[src/rtl/serial_acc_ctrl.sv]
// serial_acc_ctrl
//   Accumulates a stream of unsigned operands into a WIDTH-bit running total
//   using a single shared 1-bit full-adder cell (two half adders plus a carry
//   flop). Each accepted operand is added LSB-first over WIDTH cycles. The
//   result and the sticky overflow flag are published together with a
//   one-cycle done pulse. Intermediate sums are never visible on acc.
//
// Ports
//   clk       in   1      clock, rising edge
//   rst       in   1      synchronous reset, active-high
//   clr       in   1      clear acc and ovf (honoured only while idle)
//   in_valid  in   1      in_data is valid
//   in_ready  out  1      operand can be accepted this cycle
//   in_data   in   WIDTH  unsigned operand
//   acc       out  WIDTH  accumulator, modulo 2^WIDTH
//   ovf       out  1      sticky carry-out-of-MSB flag
//   busy      out  1      serial add in progress
//   done      out  1      one-cycle pulse, acc/ovf just updated
module serial_acc_ctrl #(
  parameter int WIDTH = 8
) (
  input  logic             clk,
  input  logic             rst,
  input  logic             clr,
  input  logic             in_valid,
  output logic             in_ready,
  input  logic [WIDTH-1:0] in_data,
  output logic [WIDTH-1:0] acc,
  output logic             ovf,
  output logic             busy,
  output logic             done
);

  localparam int CNT_W = (WIDTH > 1) ? $clog2(WIDTH) : 1;
  localparam logic [CNT_W-1:0] CNT_LAST = CNT_W'(WIDTH - 1);

  localparam logic [0:0] S_IDLE = 1'b0;
  localparam logic [0:0] S_ADD  = 1'b1;

  logic [0:0]       state_q, state_d;
  logic [WIDTH-1:0] a_q, a_d;
  logic [WIDTH-1:0] b_q, b_d;
  logic [WIDTH-1:0] acc_q, acc_d;
  logic [CNT_W-1:0] cnt_q, cnt_d;
  logic             carry_q, carry_d;
  logic             ovf_q, ovf_d;
  logic             done_q, done_d;

  // Shared adder cell: first half adder combines the operand bits, the
  // second folds in the stored carry.
  logic ha0_s, ha0_c, ha1_c, sum_bit, carry_out;

  assign ha0_s     = a_q[0] ^ b_q[0];
  assign ha0_c     = a_q[0] & b_q[0];
  assign sum_bit   = ha0_s ^ carry_q;
  assign ha1_c     = ha0_s & carry_q;
  assign carry_out = ha0_c | ha1_c;

  assign in_ready = (state_q == S_IDLE) & ~clr;
  assign busy     = (state_q == S_ADD);
  assign acc      = acc_q;
  assign ovf      = ovf_q;
  assign done     = done_q;

  always_comb begin
    state_d = state_q;
    a_d     = a_q;
    b_d     = b_q;
    acc_d   = acc_q;
    cnt_d   = cnt_q;
    carry_d = carry_q;
    ovf_d   = ovf_q;
    done_d  = 1'b0;
    case (state_q)
      S_IDLE: begin
        if (clr) begin
          acc_d = '0;
          ovf_d = 1'b0;
        end else if (in_valid) begin
          // A holds a snapshot of acc so acc itself stays stable until the
          // final bit is known.
          a_d     = acc_q;
          b_d     = in_data;
          carry_d = 1'b0;
          cnt_d   = '0;
          state_d = S_ADD;
        end
      end
      S_ADD: begin
        // Sum bits enter A from the top; after WIDTH shifts A holds the sum.
        a_d     = {sum_bit, a_q[WIDTH-1:1]};
        b_d     = {1'b0, b_q[WIDTH-1:1]};
        carry_d = carry_out;
        cnt_d   = cnt_q + CNT_W'(1);
        if (cnt_q == CNT_LAST) begin
          acc_d   = {sum_bit, a_q[WIDTH-1:1]};
          ovf_d   = ovf_q | carry_out;
          done_d  = 1'b1;
          state_d = S_IDLE;
        end
      end
      default: state_d = S_IDLE;
    endcase
  end

  always_ff @(posedge clk) begin
    if (rst) begin
      state_q <= S_IDLE;
      acc_q   <= '0;
      ovf_q   <= 1'b0;
      done_q  <= 1'b0;
      carry_q <= 1'b0;
      cnt_q   <= '0;
    end else begin
      state_q <= state_d;
      acc_q   <= acc_d;
      ovf_q   <= ovf_d;
      done_q  <= done_d;
      carry_q <= carry_d;
      cnt_q   <= cnt_d;
    end
  end

  // Operand shift registers are always reloaded before use.
  always_ff @(posedge clk) begin
    a_q <= a_d;
    b_q <= b_d;
  end

endmodule

[config.mk]
export PLATFORM = sky130hd
export DESIGN_NAME = serial_acc_ctrl
export DESIGN_NICKNAME = d
export VERILOG_FILES = /design/src/rtl/serial_acc_ctrl.sv
export SDC_FILE = /design/constraint.sdc
export NUM_CORES = 1
export LEC_CHECK = 0
export BUFFER_PORTS_ARGS = -buffer_cell sky130_fd_sc_hd__buf_4
export CAP_MARGIN = 15
export CORE_UTILIZATION = 30
export DETAILED_ROUTE_END_ITERATION = 7
export GPL_ROUTABILITY_DRIVEN = 1
export MAX_ROUTING_LAYER = met4
export PLACE_DENSITY = 0.49
export SLEW_MARGIN = 20
export SYNTH_ARGS = -nofsm -noshare
export SYNTH_HDL_FRONTEND = slang
export SYNTH_SLANG_ARGS = --single-unit
[constraint.sdc]
create_clock -name clk -period 1.6 [get_ports clk]
set_input_delay 0.16 -clock clk [delete_from_list [all_inputs] [get_ports clk]]
set_output_delay 0.16 -clock clk [all_outputs]
set_load 0.02 [all_outputs]
* Word-level counts from Yosys, hierarchy flattened
Cells that the tools add are included.
** Storage, ports and cells
- Register bits after elaboration :: 31
- Bits of input ports :: 12
- Logic and storage cells :: 49
- Output and inout port bits :: 12
** Cells by class
- Bitwise gates (word level) :: 9
- Add/subtract/negate cells :: 1
- Reductions and logical operators :: 3
- Eq/ne operators :: 5
- Multiplexer cells :: 23
** Operators by type and width (count)
- 2-to-1 mux 8 bit :: 6
- one-hot mux 8 bit (2 select lines) :: 3
- 2-to-1 mux 1 bit :: 8
- 2-to-1 mux 3 bit :: 2
- inequality test 2 bit, second input constant :: 3
- one-hot mux 1 bit (2 select lines) :: 3
- one-hot mux 3 bit (2 select lines) :: 1
- AND reduction 2 bit :: 2
- adder 3 x 1 -> 3 bit, second input constant :: 1
- AND 1 bit :: 3
- equality test 3 bit, second input constant :: 1
- inequality test 2 x 1 -> 1 bit, second input constant :: 1
- inverter 1 bit :: 2
- OR 1 bit :: 2
- OR reduction 2 bit :: 1
- XOR 1 bit :: 2

* Logic depth before layout (Yosys ltp)
Gate-level depths: netlist (run 1).
- Depth in word-level cells :: 6
- Gate-level depth with buffers :: 6
- Mapped depth without buffers :: 5

* Worst setup path before layout (run 1)
Ideal clock, no wire load.
- Path type :: register to register
- Start :: register state_q, in the netlist busy
- End :: register a_q[0] (enable)
- Path buffers :: 1
- Setup time :: 0.375 ns
- Setup slack :: -0.034 ns
- Arrival :: 1.260 ns
- Stages on the path, launching flop included :: 3
- Required time :: 1.225 ns
- Cells stage by stage :: dfxtp_1 -> clkbuf_1 -> nand2b_1
** On the way
- Cells in the longest elaborated chain, start to end :: 3
- Elaborated cells between the ends (all ways) :: 4
- Classes of those cells :: eq/ne: 2; bitwise: 1; reduce/logical: 1
** Ends and longest elaborated chain
- start: declaration :: RTL line 40 : logic [0:0] state_q, state_d;
- start signal: assignment :: RTL line 115 : state_q <= state_d;
- inverter 1 bit (no source line) (*)
- inequality test 2 bit (no source line)
- AND reduction 2 bit (no source line) (*)
- end signal: assignment :: RTL line 126 : a_q <= a_d;
- end: declaration :: RTL line 41 : logic [WIDTH-1:0] a_q, a_d;
Mark *: on every way between the ends. The rest lies on a longest branch, timed or not.
A chain may end at the register's enable or synchronous reset.

* Worst setup path after layout (run 1)
- Start :: register cnt_q[0]
- End :: register acc_q[1], in the netlist acc[1]
** On the way
- Cells in the longest elaborated chain, start to end :: 3
** Ends and longest elaborated chain
- start: declaration :: RTL line 44 : logic [CNT_W-1:0] cnt_q, cnt_d;
- start signal: assignment :: RTL line 120 : cnt_q <= cnt_d;
- equality test 3 bit :: RTL line 95 : if (cnt_q == CNT_LAST) begin
- inequality test 2 x 1 -> 1 bit (no source line)
- AND reduction 2 bit (no source line)
- end signal: assignment :: RTL line 109 : acc_q <= '0;
- end signal: assignment :: RTL line 116 : acc_q <= acc_d;
- end: declaration :: RTL line 43 : logic [WIDTH-1:0] acc_q, acc_d;
No other way between the ends.

==> flow_metrics.py, run 1 <==
metrics = {
    "run_status": {
        "status": "completed",
    },
    "synthesis": {
        "synthTopCellsByCount": "16 x edfxtp_1, 15 x dfxtp_1, 15 x mux2_2",
        "netlist_top_cells_area": "edfxtp_1 38%, dfxtp_1 24%, mux2_2 13%",
        "synth_edf_count": 16,
        "yosys.area.top_type": "edfxtp_1",
        "syn-cell-area_um2": 1270,
        "syn_avg_cell_area_um2": 12.9,
        "syn-num-nets": 114,
        "yosysUniqueCellTypes": 19,
        "synth_top_area_share": 0.378,
        "synthCells": 99,
        "yosys.cell_count.top_type": "edfxtp_1",
        "synth_ff_type": "edfxtp_1",
        "synthArstFlopShare": 0,
        "yosys_warnings": 0,
        "yosysSeqAreaShare": 0.614,
        "synth-seq-cells": 31,
    },
    "timing": {
        "fin_setup_tns_ps": 0,
        "maxSlewViolCount": 0,
        "fmax_mhz": 730,
        "rsz0062_at_grt": "false",
        "holdWs_ps": 173,
        "finClkSkew_ps": 5.89,
        "finalSetupViolCount": 0,
        "finalCritPeriodShare": 0.856,
        "min_period_ps": 1370,
        "max-slew-margin-rel": 0.723,
        "final_hold_viol_count": 0,
        "setup_ws_ps": 230,
        "worst_slew_pin_slew_ps": 415,
    },
    "worst_setup_path": {
        "cp_max_fo": 7,
        "endpoint_kind": "flop",
        "cp.required_ps": 1770,
        "path_class": "flop to flop",
        "start_kind": "flop",
        "crit_arrival_ps": 1540,
    },
    "clocking": {
        "cts_tree": "yes",
        "clk_pin_slew_ps": 70,
        "clk_path_buf_depth": 2,
        "clockRootBuffer": "clkbuf_8",
        "cts_buffers": 5,
        "cts_max_level": 2,
        "cts_sinks": 31,
        "holdBufCountCts": 0,
        "clock_latency_ps": 280,
    },
    "floorplanning": {
        "start_util": 0.316,
        "coreArea_um2": 4030,
        "rows": 23,
        "ios": 24,
        "fp.dieW_um": 67.1,
        "die_area_um2": 4510,
        "die_h_um": 67.1,
    },
    "pwr": {
        "irDropWorstVdd_mv": 0.488,
        "leakagePower_nw": 0.645,
        "totalPowerFinal_mw": 1.78,
        "power_density_nw_per_um2": 1090,
    },
    "global_routing": {
        "grt_pass1_wl_um": 3750,
        "grt.overflow.total": 0,
        "grtUsageTotal": 0.122,
        "grt_pass1_vias": 794,
        "antenna_found_initial": 0,
        "grt_max_degree": 17,
    },
    "route": {
        "wl_um": 2270,
        "ant_nets": 0,
        "first_iter_violations": 24,
        "drc": 0,
        "wl_per_cell_um": 12.7,
        "via_count": 835,
        "via_per_inst": 4.66,
        "firstDrtPassIters": 4,
    },
    "run": {
        "cap_violations": 0,
    },
    "cells_and_area": {
        "fin_area_um2": 1630,
        "layout.cells.non_filler": 179,
        "syn_to_final_growth_pct": 28.3,
        "drive_gt1_frac": 0.395,
        "n_antenna_cell": 0,
        "fin_util": 0.405,
        "nets": 143,
    },
    "placement": {
        "dp.cells": 171,
        "port_buffers": 23,
        "dpl.hpwl_um": 1560,
        "placed_area_um2": 1520,
        "globalplace.congestion": 0.716,
        "place_ws_ps": 123,
    },
    "min_path": {
        "worstHoldPathType": "primary input to flop",
    },
}
cells in the final DEF, fill, tap and decap left out, drive strengths merged:
cell / synthesis / routed
nand3b: 4 / 4
a2bb2oi: 2 / 2
a22oi: 7 / 7
edfxtp: 16 / 16
bufinv: 0 / 1
ha: 2 / 2
nor2b: 1 / 1
clkinv: 0 / 2
nand2: 3 / 3
dfxtp: 15 / 15
a21oi: 5 / 5
fa: 1 / 1
nor2: 13 / 13
and2: 1 / 1
mux2i: 1 / 1
clkbuf: 3 / 5
buf: 2 / 27
mux2: 15 / 15
inv: 3 / 3
nand2b: 5 / 5
report_power, final:
| group | internal (mW) | switching [mW] | total, mW |
|---|---|---|---|
| registers | 0.882 | 0.0148 | 0.897 |
| clock network | 0.455 | 0.287 | 0.742 |
| logic | 0.0759 | 0.0696 | 0.145 |
| total | 1.41 | 0.371 | 1.78 |
cell type report:
type | instances | area, um2
Fill cell | 404 | 2400
Sequential cell | 31 | 781
Multi-Input combinational cell | 60 | 468
Timing Repair Buffer | 27 | 203
Clock buffer | 5 | 68.8
Tap cell | 50 | 62.6
Clock inverter | 3 | 38.8
Inverter | 3 | 11.3
kinds of logic (layout without fill, tap and decap cells):
| kind of cell | after synthesis | after routing | synth area share |
|---|---|---|---|
| adders and majority gates | 3 | 3 | 0.0354 |
| DFF | 31 | 31 | 0.614 |
| AOI/OAI and AO/OA | 14 | 14 | 0.0747 |
| muxes | 16 | 16 | 0.144 |
| and+or+nand+nor | 27 | 27 | 0.105 |
| buffers and inverters | 8 | 38 | 0.0275 |
sequential cells by signal (all words and copies together), names as in the netlist:
register / flops
done: 1
b_q: 8
a_q: 8
busy: 1
cnt_q: 3
carry_q: 1
ovf: 1
acc: 8
path summary, 6_finish.rpt:
kind                            cells after the start                  start                     to  slack (ps)
worst max-delay path                                5  cnt_q[0]$_SDFFE_PP0P_    acc[1]$_SDFFE_PP0P_         230
worst min register to register                      2   carry_q$_SDFFE_PP0P_   carry_q$_SDFFE_PP0P_         490
worst min-delay path                                2                    rst  cnt_q[0]$_SDFFE_PP0P_         170
worst max register to register                      5  cnt_q[0]$_SDFFE_PP0P_    acc[1]$_SDFFE_PP0P_         230
timing repair:
action                     4_1_cts  5_1_grt
setup endpoints to repair        0        2
resized for setup                0        1
setup buffers                    0        0
per-layer routing:
metal	part of all wire	global-route usage
met1	0.44	0.146
met2	0.48	0.173
met3	0.065	0.0582
met4	0.021	0.0559
met5	0	-
critical path, cell delays in order, from the launching register on:
cell and delay, ps:
dfxtp_1 320, ha_1 200, ha_1 230, and2_1 260, a22oi_1 170, nor2_1 70
Note: power is estimated with default switching activity, not from simulation.
==> run 2, diff against run 1 <==
==> constraint.sdc (replaced) <==
create_clock -name clk -period 1.55 [get_ports clk]
set_input_delay 0.155 -clock clk [delete_from_list [all_inputs] [get_ports clk]]
set_output_delay 0.155 -clock clk [all_outputs]
set_load 0.02 [all_outputs]
==> flow_metrics.py, run 2 (synthesis gave the netlist of run 1 again) <==
metrics = {
    "run_status": {
        "status": "completed",
    },
    "floorplanning": {
        "coreArea_um2": 4030,
        "ios": 24,
        "die_area_um2": 4510,
        "start_util": 0.316,
        "die_h_um": 67.1,
        "rows": 23,
        "fp.dieW_um": 67.1,
    },
    "route": {
        "ant_nets": 0,
        "via_per_inst": 4.61,
        "first_iter_violations": 36,
        "wl_um": 2330,
        "wl_per_cell_um": 13.0,
        "via_count": 830,
        "firstDrtPassIters": 4,
        "drc": 0,
    },
    "run": {
        "cap_violations": 0,
    },
    "cells_and_area": {
        "drive_gt1_frac": 0.400,
        "final_cell_mix": "27 x buf_4, 16 x edfxtp_1, 15 x mux2_2, 15 x dfxtp_1, 13 x nor2_1",
        "final_common_cell": "buf_4",
        "n_antenna_cell": 0,
        "syn_to_final_growth_pct": 29.2,
        "layout.cells.non_filler": 180,
        "nets": 144,
    },
    "placement": {
        "dp.cells": 172,
        "dpl.hpwl_um": 1530,
        "globalplace.congestion": 0.679,
        "port_buffers": 23,
    },
    "clocking": {
        "cts_tree": "yes",
        "clockRootBuffer": "clkbuf_8",
        "post_cts_resized": 0,
        "cts_max_level": 2,
        "clock_latency_ps": 280,
        "clk_pin_slew_ps": 70,
        "holdBufCountCts": 0,
        "cts_sinks": 31,
        "cts_buffers": 5,
        "cts_setup_buffers": 0,
        "clk_path_buf_depth": 2,
    },
    "timing": {
        "max-slew-margin-rel": 0.705,
        "final_hold_viol_count": 0,
        "fin_setup_tns_ps": 0,
        "finClkSkew_ps": 3.38,
        "min_period_ps": 1350,
        "fmax_mhz": 740,
        "finalCritPeriodShare": 0.872,
        "finalSetupViolCount": 0,
        "maxSlewViolCount": 0,
        "worst_slew_pin_slew_ps": 443,
        "rsz0062_at_grt": "false",
    },
    "global_routing": {
        "grt.overflow.total": 0,
        "antenna_found_initial": 0,
        "grtUsageTotal": 0.127,
        "grt_pass1_vias": 810,
        "grt_pass1_wl_um": 3860,
        "grt_max_degree": 17,
    },
    "worst_setup_path": {
        "endpoint": "acc[6]$_SDFFE_PP0P_",
        "endpoint_kind": "flop",
        "slowest_stage": "dfxtp_1",
        "start_kind": "flop",
        "cp_max_fo": 7,
        "cp.required_ps": 1720,
        "cp_cell_sequence": "ha_1 > ha_1 > and2_1 > a22oi_1 > nor2_1",
        "path_class": "flop to flop",
        "r2r_start": "cnt_q[0]$_SDFFE_PP0P_",
        "r2r_slack_ps": 200,
        "worst_r2r_path_depth": 5,
        "crit_arrival_ps": 1520,
        "worstReg2RegEnd": "acc[6]$_SDFFE_PP0P_",
        "worstSetupStartpoint": "cnt_q[0]$_SDFFE_PP0P_",
        "max_stage_delay_ps": 330,
        "cpMostUsedCell": "ha_1",
    },
    "min_path": {
        "worstHoldPathType": "primary input to flop",
    },
    "pwr": {
        "power_density_nw_per_um2": 1130,
        "irDropWorstVdd_mv": 0.535,
        "leakagePower_nw": 0.653,
    },
}
-- run 2: cell types whose count changed in the layout (fill, tap and decap cells not counted) --
| cell | change |
|---|---|
| buf_12 | +1 |
| mux2i_2 | +1 |
| mux2i_4 | -1 |
-- run 2: stage by stage --
stage	hold slack (ps)	setup slack, ps	util	cell area (um2)	total power [mW]
after floorplan	224	101	-	1270	1.03
after global placement	451	252	0.381	1540	1.10
after detailed placement	453	204	0.381	1540	1.10
after CTS	150	184	0.408	1640	1.89
after global routing	160	107	0.408	1640	1.94
final	161	199	0.408	1640	1.86
-- run 2: critical path: cells and delay by family, from the launching register on --
kind	cells	cell delay (ps)
compound gates	1	180
flops	1	330
simple gates	2	320
fa+ha+maj	2	420
-- run 2: power by group --
group / switching (mW) / total [mW] / internal, mW
sequential: 0.0158 / 0.926 / 0.911
combinational: 0.0734 / 0.157 / 0.0833
clock: 0.303 / 0.772 / 0.470
-- run 2: final cells by class --
type | instances | area (um2)
Clock buffer | 5 | 68.8
Clock inverter | 3 | 38.8
Fill cell | 399 | 2380
Inverter | 3 | 11.3
Multi-Input combinational cell | 60 | 459
Sequential cell | 31 | 781
Tap cell | 50 | 62.6
Timing Repair Buffer | 28 | 223
-- run 2: metal layers --
layer / up-vias / track usage / wire length (um)
li1: 412 / - / -
met1: 391 / 0.144 / 1090
met2: 20 / 0.191 / 1070
met3: 7 / 0.0582 / 121
met4: 0 / 0.0559 / 48
met5: - / - / 0
-- run 2: how the worst min path moves through the flow --
stage	cells after the start	from	endpoint	slack, ps
6_report	2	in_data[7]	b_q[7]$_SDFFCE_PP0P_	160
5_1_grt	2	in_data[1]	b_q[1]$_DFFE_PP_	160
4_1_cts	2	in_data[7]	b_q[7]$_SDFFCE_PP0P_	150
3_5_place_dp	2	in_data[7]	b_q[7]$_SDFFCE_PP0P_	450
3_3_place_gp	2	in_data[7]	b_q[7]$_SDFFCE_PP0P_	450
2_1_floorplan	1	rst	carry_q$_SDFFE_PP0P_	220
==> run 3, diff against run 2 <==
--- a/config.mk
+++ b/config.mk
@@ -10,7 +10,6 @@
 export CORE_UTILIZATION = 30
 export DETAILED_ROUTE_END_ITERATION = 7
 export GPL_ROUTABILITY_DRIVEN = 1
-export MAX_ROUTING_LAYER = met4
 export PLACE_DENSITY = 0.49
 export SLEW_MARGIN = 20
 export SYNTH_ARGS = -nofsm -noshare
==> constraint.sdc (replaced) <==
create_clock -name clk -period 1.55 [get_ports clk]
set_input_delay 0.155 -clock clk [delete_from_list [all_inputs] [get_ports clk]]
set_output_delay 0.155 -clock clk [all_outputs]
set_load 0.05 [all_outputs]
==> flow_metrics.py, run 3 (synthesis gave the netlist of run 1 again) <==
metrics = {
    "run_status": {
        "status": "completed",
    },
    "cells_and_area": {
        "num-fill-cells": 407,
        "final_cell_mix": "27 x buf_4, 16 x edfxtp_1, 15 x mux2_2",
        "n_antenna_cell": 0,
        "drive_gt1_frac": 0.395,
        "final_common_cell": "buf_4",
        "multi_input_area_um2": 459,
        "fin_area_um2": 1600,
        "nets": 143,
        "regArea_um2": 782,
        "layout.cells.non_filler": 179,
        "syn_to_final_growth_pct": 25.7,
    },
    "global_routing": {
        "grtUsageTotal": 0.115,
        "antenna_found_initial": 0,
        "grt_pass1_wl_um": 3570,
        "grt_pass1_vias": 765,
        "grt.overflow.total": 0,
        "grt_max_degree": 20,
    },
    "worst_setup_path": {
        "cp_cell_sequence": "buf_4 > nor2_1 > buf_4",
        "cp_max_fo": 19,
        "cp_num_cells": 3,
        "worstReg2RegEnd": "acc[1]$_SDFFE_PP0P_",
        "r2r_start": "cnt_q[0]$_SDFFE_PP0P_",
        "endpoint_kind": "output pin",
        "start_kind": "flop",
        "slowest_stage": "dfxtp_2",
        "crit_arrival_ps": 1200,
        "cpMostUsedCell": "buf_4",
        "max_stage_delay_ps": 410,
        "cp.required_ps": 1390,
        "r2r_slack_ps": 240,
        "path_class": "flop to output pin",
        "worst_r2r_path_depth": 5,
        "cp.buffers_inverters": 2,
        "critical-path-top-delay-family": "buffers and inverters",
    },
    "timing": {
        "finClkSkew_ps": 4.33,
        "finalSetupViolCount": 0,
        "worst_slew_pin_slew_ps": 427,
        "final_hold_viol_count": 0,
        "fmax_mhz": 740,
        "min_period_ps": 1350,
        "max-slew-margin-rel": 0.716,
        "maxSlewViolCount": 0,
        "rsz0062_at_grt": "false",
        "finalCritPeriodShare": 0.872,
        "fin_setup_tns_ps": 0,
    },
    "clocking": {
        "cts_max_level": 2,
        "clockRootBuffer": "clkbuf_8",
        "cts_setup_buffers": 0,
        "cts_sinks": 31,
        "clk_path_buf_depth": 2,
        "holdBufCountCts": 0,
        "cts_tree": "yes",
        "clk_pin_slew_ps": 60,
        "post_cts_resized": 0,
        "cts_buffers": 5,
        "clock_latency_ps": 270,
    },
    "min_path": {
        "hold_depth": 2,
        "worstHoldPathType": "primary input to flop",
        "min-delay-start": "rst",
        "holdPathEnd": "carry_q$_SDFFE_PP0P_",
    },
    "placement": {
        "port_buffers": 23,
        "dp.cells": 171,
        "globalplace.congestion": 0.631,
        "dpl.hpwl_um": 1520,
        "placed_area_um2": 1520,
    },
    "pwr": {
        "irDropWorstVdd_mv": 0.529,
        "leakagePower_nw": 0.632,
        "power_density_nw_per_um2": 1050,
    },
    "floorplanning": {
        "die_area_um2": 4510,
        "rows": 23,
        "fp.dieW_um": 67.1,
        "ios": 24,
        "start_util": 0.316,
        "die_h_um": 67.1,
        "coreArea_um2": 4030,
    },
    "route": {
        "firstDrtPassIters": 3,
        "wl_per_cell_um": 12.3,
        "via_per_inst": 4.45,
        "highest_layer": "met4",
        "via_count": 796,
        "wl_met1_um": 1070,
        "wl_um": 2200,
        "ant_nets": 0,
        "first_iter_violations": 51,
        "wl_met2_um": 985,
        "drc": 0,
        "met3_length_um": 120,
    },
    "run": {
        "cap_violations": 0,
    },
}
-- run 3: cell count changes in the layout (fill, tap and decap cells not counted), sizes merged --
cell	before	now
clkinv	2	1
buf	28	27
bufinv	1	0
clkbuf	5	7
-- run 3: through the flow --
stage	setup slack (ps)	power [mW]	hold WS, ps	util
final	198	1.67	163	0.397
after global routing	116	1.75	172	0.397
after CTS	174	1.70	158	0.397
after detailed placement	222	1.10	456	0.377
after global placement	235	1.10	459	0.377
after floorplan	86.0	1.04	219	-
-- run 3: how the worst max path moves through the flow --
| stage | from | to | slack [ps] |
|---|---|---|---|
| after detailed placement | cnt_q[0]$_SDFFE_PP0P_ | acc[1]$_SDFFE_PP0P_ | 220 |
| after global routing | busy$_SDFF_PP0_ | in_ready | 120 |
| after CTS | busy$_SDFF_PP0_ | in_ready | 170 |
| after floorplan | busy$_SDFF_PP0_ | a_q[0]$_DFFE_PP_ | 90 |
| after global placement | cnt_q[0]$_SDFFE_PP0P_ | acc[1]$_SDFFE_PP0P_ | 240 |
| final | busy$_SDFF_PP0_ | in_ready | 200 |
-- run 3: report_power, final --
group          leakage (nW)  internal [mW]  switching (mW)  total [mW]
clock                0.0422          0.314           0.277       0.591
sequential            0.279          0.911          0.0167       0.928
combinational         0.310         0.0768          0.0778       0.155
total                 0.632           1.30           0.371        1.67
-- run 3: layout make-up --
cell class                 count  area share
tap                           50      0.0391
multi-input combinational     60       0.287
clock buffer                   7      0.0477
sequential                    31       0.489
clock inverter                 1     0.00313
timing repair buffer          27       0.127
inverter                       3     0.00704
-- run 3: worst reg2reg max path: stages, from the launching register on --
cell and delay [ps]:
dfxtp_1 320, ha_1 190, ha_1 220, and2_1 250, a22oi_1 170, nor2_1 60
-- run 3: metal layers --
layer,up-vias,track usage
met2,19,0.164
met1,361,0.146
met5,-,0
li1,411,-
met4,0,0.0638
met3,5,0.0445
